`src/rtl/matvec_pkg.sv`:
```
`default_nettype none
// ============================================================================
// Module   : matvec_pkg
// Brief    : Shared state type and sizing helpers for the matrix-vector engine.
// Revision : 1.0
// ============================================================================
package matvec_pkg;

    typedef enum logic [1:0] {
        ST_LOAD = 2'd0,
        ST_CALC = 2'd1,
        ST_OUT  = 2'd2
    } state_t;

    // Accumulator wide enough that one full dot product can never wrap.
    function automatic int default_acc_width(input int data_width, input int cols);
        return 2 * data_width + $clog2(cols);
    endfunction

    // Width of a counter/index covering n values, never below one bit.
    function automatic int cnt_width(input int n);
        return (n <= 1) ? 1 : $clog2(n);
    endfunction

endpackage
`default_nettype wire

```
`src/rtl/matvec_mac.sv`:
```
`default_nettype none
// ============================================================================
// Module   : matvec_mac
// Brief    : One systolic processing element: multiply-accumulate with a
//            registered pass-through of the B operand and enable.
// Revision : 1.0
// ============================================================================
module matvec_mac #(
    parameter int DATA_WIDTH = 8,
    parameter int ACC_WIDTH  = 19,
    parameter bit SIGNED     = 1'b0
) (
    input  logic                  clk,
    input  logic                  rst,
    input  logic                  en_in,
    input  logic                  clr,
    input  logic [DATA_WIDTH-1:0] a_in,
    input  logic [DATA_WIDTH-1:0] b_in,
    output logic                  en_out,
    output logic [DATA_WIDTH-1:0] b_out,
    output logic [ACC_WIDTH-1:0]  acc
);

    localparam int c_PROD_W = 2 * DATA_WIDTH;

    logic [ACC_WIDTH-1:0] w_prod_ext;

    generate
        if (SIGNED) begin : g_signed
            logic signed [c_PROD_W-1:0] w_prod;
            assign w_prod     = c_PROD_W'($signed(a_in)) * c_PROD_W'($signed(b_in));
            assign w_prod_ext = ACC_WIDTH'(w_prod);
        end else begin : g_unsigned
            logic [c_PROD_W-1:0] w_prod;
            assign w_prod     = c_PROD_W'(a_in) * c_PROD_W'(b_in);
            assign w_prod_ext = ACC_WIDTH'(w_prod);
        end
    endgenerate

    always_ff @(posedge clk or posedge rst) begin
        if (rst) begin
            en_out <= 1'b0;
            b_out  <= '0;
            acc    <= '0;
        end else begin
            en_out <= en_in;
            b_out  <= b_in;
            if (clr) begin
                acc <= '0;
            end else if (en_in) begin
                acc <= acc + w_prod_ext;
            end
        end
    end

endmodule
`default_nettype wire

```
`src/rtl/matvec_engine.sv`:
```
`default_nettype none
// ============================================================================
// Module   : matvec_engine
// Brief    : C = A*B for a ROWS x COLS matrix and COLS vector using a skewed
//            chain of MAC elements, with valid/ready input and output streams.
// Revision : 1.0
// ============================================================================
module matvec_engine
    import matvec_pkg::*;
#(
    parameter int ROWS       = 8,
    parameter int COLS       = 8,
    parameter int DATA_WIDTH = 8,
    parameter bit SIGNED     = 1'b0,
    parameter int ACC_WIDTH  = default_acc_width(DATA_WIDTH, COLS)
) (
    input  logic                        clk,
    input  logic                        rst,
    input  logic                        acc_keep,
    input  logic                        in_valid,
    output logic                        in_ready,
    input  logic [DATA_WIDTH-1:0]       in_data,
    output logic                        out_valid,
    input  logic                        out_ready,
    output logic [ACC_WIDTH-1:0]        out_data,
    output logic [cnt_width(ROWS)-1:0]  out_idx,
    output logic                        busy,
    output logic                        done
);

    localparam int c_IDX_W  = cnt_width(ROWS);
    localparam int c_COL_W  = cnt_width(COLS);
    localparam int c_CALC_W = cnt_width(ROWS + COLS - 1);

    localparam logic [c_IDX_W-1:0]  c_IDX_LAST  = c_IDX_W'(ROWS - 1);
    localparam logic [c_IDX_W-1:0]  c_IDX_ONE   = c_IDX_W'(1);
    localparam logic [c_COL_W-1:0]  c_COL_LAST  = c_COL_W'(COLS - 1);
    localparam logic [c_COL_W-1:0]  c_COL_ONE   = c_COL_W'(1);
    localparam logic [c_CALC_W-1:0] c_CALC_LAST = c_CALC_W'(ROWS + COLS - 2);
    localparam logic [c_CALC_W-1:0] c_CALC_ONE  = c_CALC_W'(1);
    localparam logic [c_CALC_W:0]   c_COLS_EXT  = (c_CALC_W + 1)'(COLS);

    state_t r_state;
    state_t w_state_nxt;

    logic [c_IDX_W-1:0]  r_ld_row;
    logic [c_COL_W-1:0]  r_ld_col;
    logic                r_ld_b;
    logic [c_CALC_W-1:0] r_calc_cnt;
    logic [c_IDX_W-1:0]  r_out_idx;

    logic [DATA_WIDTH-1:0] r_a_buf [ROWS][COLS];
    logic [DATA_WIDTH-1:0] r_b_buf [COLS];

    logic                  w_in_fire;
    logic                  w_last_word;
    logic                  w_calc_end;
    logic                  w_last_idx;
    logic                  w_clr;
    logic                  w_en   [ROWS+1];
    logic [DATA_WIDTH-1:0] w_b    [ROWS+1];
    logic [ACC_WIDTH-1:0]  w_acc  [ROWS];
    logic                  w_unused_tail;

    assign w_in_fire   = in_valid && in_ready;
    assign w_last_word = r_ld_b && (r_ld_col == c_COL_LAST);
    assign w_calc_end  = (r_calc_cnt == c_CALC_LAST);
    assign w_last_idx  = (r_out_idx == c_IDX_LAST);

    // ---------------------------------------------------------------- FSM
    always_ff @(posedge clk or posedge rst) begin
        if (rst) begin
            r_state <= ST_LOAD;
        end else begin
            r_state <= w_state_nxt;
        end
    end

    always_comb begin
        w_state_nxt = r_state;
        in_ready    = 1'b0;
        out_valid   = 1'b0;
        busy        = 1'b0;
        done        = 1'b0;
        w_clr       = 1'b0;
        case (r_state)
            ST_LOAD: begin
                in_ready = 1'b1;
                if (in_valid && w_last_word) begin
                    w_state_nxt = ST_CALC;
                    w_clr       = !acc_keep;
                end
            end
            ST_CALC: begin
                busy = 1'b1;
                if (w_calc_end) begin
                    w_state_nxt = ST_OUT;
                end
            end
            ST_OUT: begin
                out_valid = 1'b1;
                if (out_ready && w_last_idx) begin
                    done        = 1'b1;
                    w_state_nxt = ST_LOAD;
                end
            end
            default: w_state_nxt = ST_LOAD;
        endcase
    end

    // Load address: row/column walk through A, then a column walk through B.
    always_ff @(posedge clk or posedge rst) begin
        if (rst) begin
            r_ld_row <= '0;
            r_ld_col <= '0;
            r_ld_b   <= 1'b0;
        end else if (w_in_fire) begin
            if (r_ld_col == c_COL_LAST) begin
                r_ld_col <= '0;
                if (r_ld_b) begin
                    r_ld_b <= 1'b0;
                end else if (r_ld_row == c_IDX_LAST) begin
                    r_ld_row <= '0;
                    r_ld_b   <= 1'b1;
                end else begin
                    r_ld_row <= r_ld_row + c_IDX_ONE;
                end
            end else begin
                r_ld_col <= r_ld_col + c_COL_ONE;
            end
        end
    end

    always_ff @(posedge clk or posedge rst) begin
        if (rst) begin
            for (int r = 0; r < ROWS; r++) begin
                for (int k = 0; k < COLS; k++) begin
                    r_a_buf[r][k] <= '0;
                end
            end
            for (int k = 0; k < COLS; k++) begin
                r_b_buf[k] <= '0;
            end
        end else if (w_in_fire) begin
            if (r_ld_b) begin
                r_b_buf[r_ld_col] <= in_data;
            end else begin
                r_a_buf[r_ld_row][r_ld_col] <= in_data;
            end
        end
    end

    always_ff @(posedge clk or posedge rst) begin
        if (rst) begin
            r_calc_cnt <= '0;
            r_out_idx  <= '0;
        end else begin
            if (r_state == ST_CALC) begin
                r_calc_cnt <= w_calc_end ? '0 : r_calc_cnt + c_CALC_ONE;
            end
            if (r_state == ST_OUT && out_ready) begin
                r_out_idx <= w_last_idx ? '0 : r_out_idx + c_IDX_ONE;
            end
        end
    end

    // ------------------------------------------------------------ MAC chain
    // Element 0 is fed B[c]; element r sees it r cycles later, so it pairs
    // with A[r][c-r] taken from the row buffer at the same column offset.
    assign w_en[0] = (r_state == ST_CALC) && ({1'b0, r_calc_cnt} < c_COLS_EXT);
    assign w_b[0]  = r_b_buf[c_COL_W'(r_calc_cnt)];

    generate
        for (genvar i = 0; i < ROWS; i++) begin : g_mac
            logic [c_COL_W-1:0] w_k;
            assign w_k = c_COL_W'(r_calc_cnt - c_CALC_W'(i));

            matvec_mac #(
                .DATA_WIDTH (DATA_WIDTH),
                .ACC_WIDTH  (ACC_WIDTH),
                .SIGNED     (SIGNED)
            ) u_mac (
                .clk    (clk),
                .rst    (rst),
                .en_in  (w_en[i]),
                .clr    (w_clr),
                .a_in   (r_a_buf[i][w_k]),
                .b_in   (w_b[i]),
                .en_out (w_en[i+1]),
                .b_out  (w_b[i+1]),
                .acc    (w_acc[i])
            );
        end
    endgenerate

    assign w_unused_tail = w_en[ROWS] ^ (^w_b[ROWS]);

    assign out_idx  = r_out_idx;
    assign out_data = (r_state == ST_OUT) ? w_acc[r_out_idx] : '0;

endmodule
`default_nettype wire

```
`config.mk`:
```
export PLATFORM = sky130hd
export DESIGN_NAME = matvec_engine
export DESIGN_NICKNAME = d
export VERILOG_FILES = /design/src/rtl/matvec_pkg.sv /design/src/rtl/matvec_mac.sv /design/src/rtl/matvec_engine.sv
export SDC_FILE = /design/constraint.sdc
export NUM_CORES = 2
export LEC_CHECK = 0
export CORE_ASPECT_RATIO = 1.2
export CORE_MARGIN = 5
export CORE_UTILIZATION = 40
export CTS_CLUSTER_DIAMETER = 200
export DETAILED_ROUTE_END_ITERATION = 7
export PLACE_DENSITY = 0.56
export SLEW_MARGIN = 20
export SYNTH_ARGS = -nofsm -noshare
export SYNTH_HDL_FRONTEND = slang
export SYNTH_HIERARCHICAL = 1
export SYNTH_SLANG_ARGS = --single-unit
```
`constraint.sdc`:
```
create_clock -name clk -period 30.9 [get_ports clk]
set_clock_uncertainty 0.05 [all_clocks]
set_input_delay 4.635 -clock clk [delete_from_list [all_inputs] [get_ports clk]]
set_output_delay 4.635 -clock clk [all_outputs]
set_load 0.01 [all_outputs]
```
# Yosys cells after proc, flatten, opt, wreduce, memory -nomap -nowiden
# Index checks and enable logic that the tools add are counted.
word_totals:
  regBits: 807
  inputBits: 13
  mem_bits_rw: 0
  output_inout_bits: 26
  mem_bits_ro: 0
  memories: 0
  latchBits: 0
classes:
  mux: 70
  multipliers: 8
  n_reduce_logical: 23
  n_lt_le_gt_ge: 14
  n_eq_ne: 9
  shift: 0
  addsub: 19
  div_mod_pow: 0
  bitwise_logic: 12
op_table:
  columns: ["operator", "count"]
  rows:
  - ["bitwise mux 512 bit", 1]
  - ["two-way mux 19 bit", 19]
  - ["binary-select mux 8 bit (select 3 bit)", 9]
  - ["demux 64 bit (select 3 bit)", 1]
  - ["adder 19 x 16 -> 19 bit", 8]
  - ["two-way mux 8 bit", 19]
  - ["multiplier 8 x 8 -> 16 bit", 8]
  - ["bitwise mux 64 bit", 1]
  - ["two-way mux 64 bit", 1]
  - ["binary-select mux 19 bit (select 3 bit)", 1]
  - [">= comparator 4 bit (second input constant)", 11]
  - ["NOT 3 -> 4 bit", 11]
  - ["demux 8 bit (select 3 bit)", 1]
  - ["nonzero test 2 bit", 8]
  - ["subtractor 3 bit (second input constant)", 4]
  - ["adder 3 x 1 -> 3 bit (second input constant)", 3]
  - ["equality test 3 bit (second input constant)", 3]
  - ["two-way mux 1 bit", 9]
  - ["two-way mux 3 bit", 3]
  - ["logical AND 1 bit", 8]
  - ["< comparator 4 x 1 -> 1 bit (second input constant)", 2]
  - ["two-way mux 2 bit", 3]
  - ["inequality test 2 bit (second input constant)", 3]
  - ["case mux 2 bit (3 select lines)", 1]
  - ["other kinds (13)", 17]

# Longest topological paths before layout
logic_depth:
  word_depth: 9
  ltp_mapped: 26
  mapped_depth_nobuf: 19

# Hierarchy
# The synthesis kept the hierarchy.
modules_own_cells:
  columns: ["module", "cells_per_inst", "area_each_um2", "seq_area_each_um2", "instances"]
  rows:
  - ["matvec_engine", 1761, 28272.1, 14814.2, 1]
  - ["matvec_mac at g_mac[1].u_mac ...", 420, 3781.1, 700.7, 3]
  - ["matvec_mac at g_mac[5].u_mac ...", 402, 3697.3, 700.7, 2]
  - ["matvec_mac at g_mac[0].u_mac", 418, 3737.3, 700.7, 1]
  - ["matvec_mac at g_mac[4].u_mac", 402, 3691.0, 700.7, 1]
  - ["matvec_mac at g_mac[7].u_mac", 402, 3687.3, 700.7, 1]

# Worst setup path before layout
# Ideal clock, no wire load.
synth_timing:
  path_kind: "input port to output port"
  from: "in out_ready"
  to: "out done"
  path_slack_ns: 21.400
  path_buffers: 0
  path_stages: 1
  t_arrival_ns: 4.815
  cell_sequence: "and3_1"
synth_between:
  elab_chain_cells: 3
synth_rtl:
  columns: ["item", "line_no", "text"]
  rows:
  - ["start: declaration", "matvec_engine.sv:24", "input logic out_ready,"]
  - ["logical AND 1 bit", "matvec_engine.sv:102", "if (out_ready && w_last_idx) begin"]
  - ["two-way mux 1 bit", "matvec_engine.sv:102", null]
  - ["two-way mux 1 bit", "matvec_engine.sv:86", "case (r_state)"]
  - ["end: declaration", "matvec_engine.sv:28", "output logic done"]
# Every way passes these cells.

# Worst setup path after layout
# Ends and elaborated chain as after synthesis.

==> reports/metrics.cfg <==
[placed_design]
port_buffers=38
gp_congestion=0.8958
dpl.hpwl_um=111800
dpl.cell_count=6841
pre_cts_slack_ps=20380
place_area_sq_mm=0.06023

[critical_path]
cpMostUsedCell=clkdlybuf4s50_1
max_stage_delay_ps=540
critPathLaunchType=input port
crit_type=input port to output pin
cp_data_arrival_time_ps=5820
cp.required_ps=26220
crit_fanout=3
critPathSlowestCell=clkdlybuf4s50_1
crit_buf_inv=2
critPathTopFamily=buffers and inverters
crit_path_cell_trace=clkdlybuf4s50_1, and3_1, clkdlybuf4s50_1
end_kind=output pin

[floorplanning]
die_x_um=357.3
die_height_um=426.8
row_count=153
initial_core_util=0.4011
boundaryPins=39
core-area_sq_mm=0.1443
die_area_sq_mm=0.1525

[grt]
grt_pass1_vias=40550
overflow=0
grt_pass1_wl_um=239500
grtUsageTotal=0.2031
grt_max_degree=114
antenna_found_initial=2

[clock_tree]
postCtsSetupRepairBufs=0
cts_tree=built
cts_inserted_buffers=92
cts_max_level=3
clock-root-buffer=clkbuf_16
clk_pin_slew_ps=60
cts_resized=0
clock_path_buffers=3
clk_latency_ps=720
cts.sinks=807
ctsHoldBuffers=0

[pwr]
p_leak_nw=30.37
finalPower_mw=2.896
peakVddDrop_mv=0.04274
p_per_area_mw_per_mm2=45.65

[synthesis]
postSynthCellCount=5038
syn-num-nets=5789
syn-cell-area_sq_mm=0.05790
yosysWarnings=6
synth.avg_cell_area_sq_um=11.49

[sta]
min_period_ps=10510
final_max_slew_viol_count=0
setup_viol=0
setup_ws_ps=20390
rsz0062_at_grt=no
finalHoldViolations=0
fmax_mhz=95.18
tightest_slew_ps=1105
fin_setup_tns_ps=0
max_slew_margin=0.2591
fin_hold_ws_ps=437.9
min_period_over_period=0.3400

[cells_and_area]
utilization=0.4395
fin_nets=5749
final_cell_area_sq_mm=0.06344
fin_cells=7011
n_antenna_cell=0
drive_above_1_share=0.2194
area_growth_pct=9.560

[worst_hold_path]
hold_class=flip-flop to flip-flop

[route]
via_per_inst=5.306
drt_pass1_iterations=5
wl_per_cell_um=21.55
post-route-drc-count=0
totalWireLength_um=151100
vias=37200
ant_nets=0
drt_iter0_drc=2267

[flow_run]
cap_violations=0

[outcome]
status=completed

placed cells by master, fill, tap and decap left out, types with 10 or more instances in the layout:
master           instances
or3_1                   10
o21a_1                  13
nor2b_1                 15
xnor2_1                 43
mux4_2                 182
nand4_1                 32
a21oi_1                103
a21o_1                  28
o21ai_0                 68
nor3_1                  23
nand2b_1                12
mux2_2                 657
nor3b_1                 14
clkdlybuf4s50_1         30
inv_1                  785
xor2_1                  21
fa_1                   400
clkbuf_1                18
clkinv_2                18
a22o_1                  32
a211oi_1                25
nand3_1                 79
dfrtp_1                803
o211ai_1                16
clkbuf_8                19
buf_4                   49
and2_1                 304
nand2_1                353
ha_1                   337
nor2_1                 133
a221o_1                 20
and3_1                  35
clkbuf_16               92
mux2i_1                 82
worst paths after layout:
path                               startpoint  slack (ps)                      to  depth (start not counted)
worst max register to register  r_calc_cnt[0]       23260  g_mac[4].u_mac/acc[17]                         17
max in group asynchronous                 rst       23100            r_a_buf[437]                          6
min in group asynchronous                 rst        4420   g_mac[4].u_mac/acc[1]                          3
worst min-delay path              r_a_buf[79]         440             r_a_buf[79]                          1
worst min register to register    r_a_buf[79]         440             r_a_buf[79]                          1
worst max-delay path                out_ready       20390                    done                          3
layout make-up:
type	count	area, sq um
well taps	1937	2424
inverters	789	2969
flip-flops and latches	807	20200
multi-input cells	3219	33900
clock buffers	129	2631
fillers	13640	80910
clock inverters	41	568.0
repair buffers	89	739.5
power by group:
group / total (mW) / switching (mW) / internal [mW] / leakage, nW
sequential: 1.30 / 0.0840 / 1.21 / 10.4
combinational: 0.440 / 0.223 / 0.217 / 18.4
clock: 1.16 / 0.481 / 0.676 / 1.58
worst register-to-register path: stages, from the launching register on:
cell and delay (ps):
dfrtp_4 720, buf_4 800, buf_4 840, mux4_2 640
mux2_2 410, and2_1 240, fa_1 550, fa_1 440
fa_1 500, inv_1 50, fa_1 470, inv_1 40
ha_1 370, and3_2 260, a221o_1 390, and3_1 190
or3_1 300, a32o_1 250
layer usage:
metal / up-vias / GRT usage / share of wire
met5: - / 0 / 0
met4: 0 / 0.06846 / 0.034
met3: 208 / 0.02665 / 0.038
met2: 645 / 0.3609 / 0.51
met1: 19450 / 0.2555 / 0.42
li1: 16900 / - / -
state kept, by name, indices dropped and copies added (netlist names):
signal / count
g_mac.u_mac/en_out: 7
g_mac.u_mac/acc: 152
r_ld_row: 3
r_ld_b: 1
r_ld_col: 3
r_a_buf: 512
r_b_buf: 64
g_mac.u_mac/b_out: 56
r_state: 2
out_idx: 3
r_calc_cnt: 4
(Power assumes the default switching activity.)
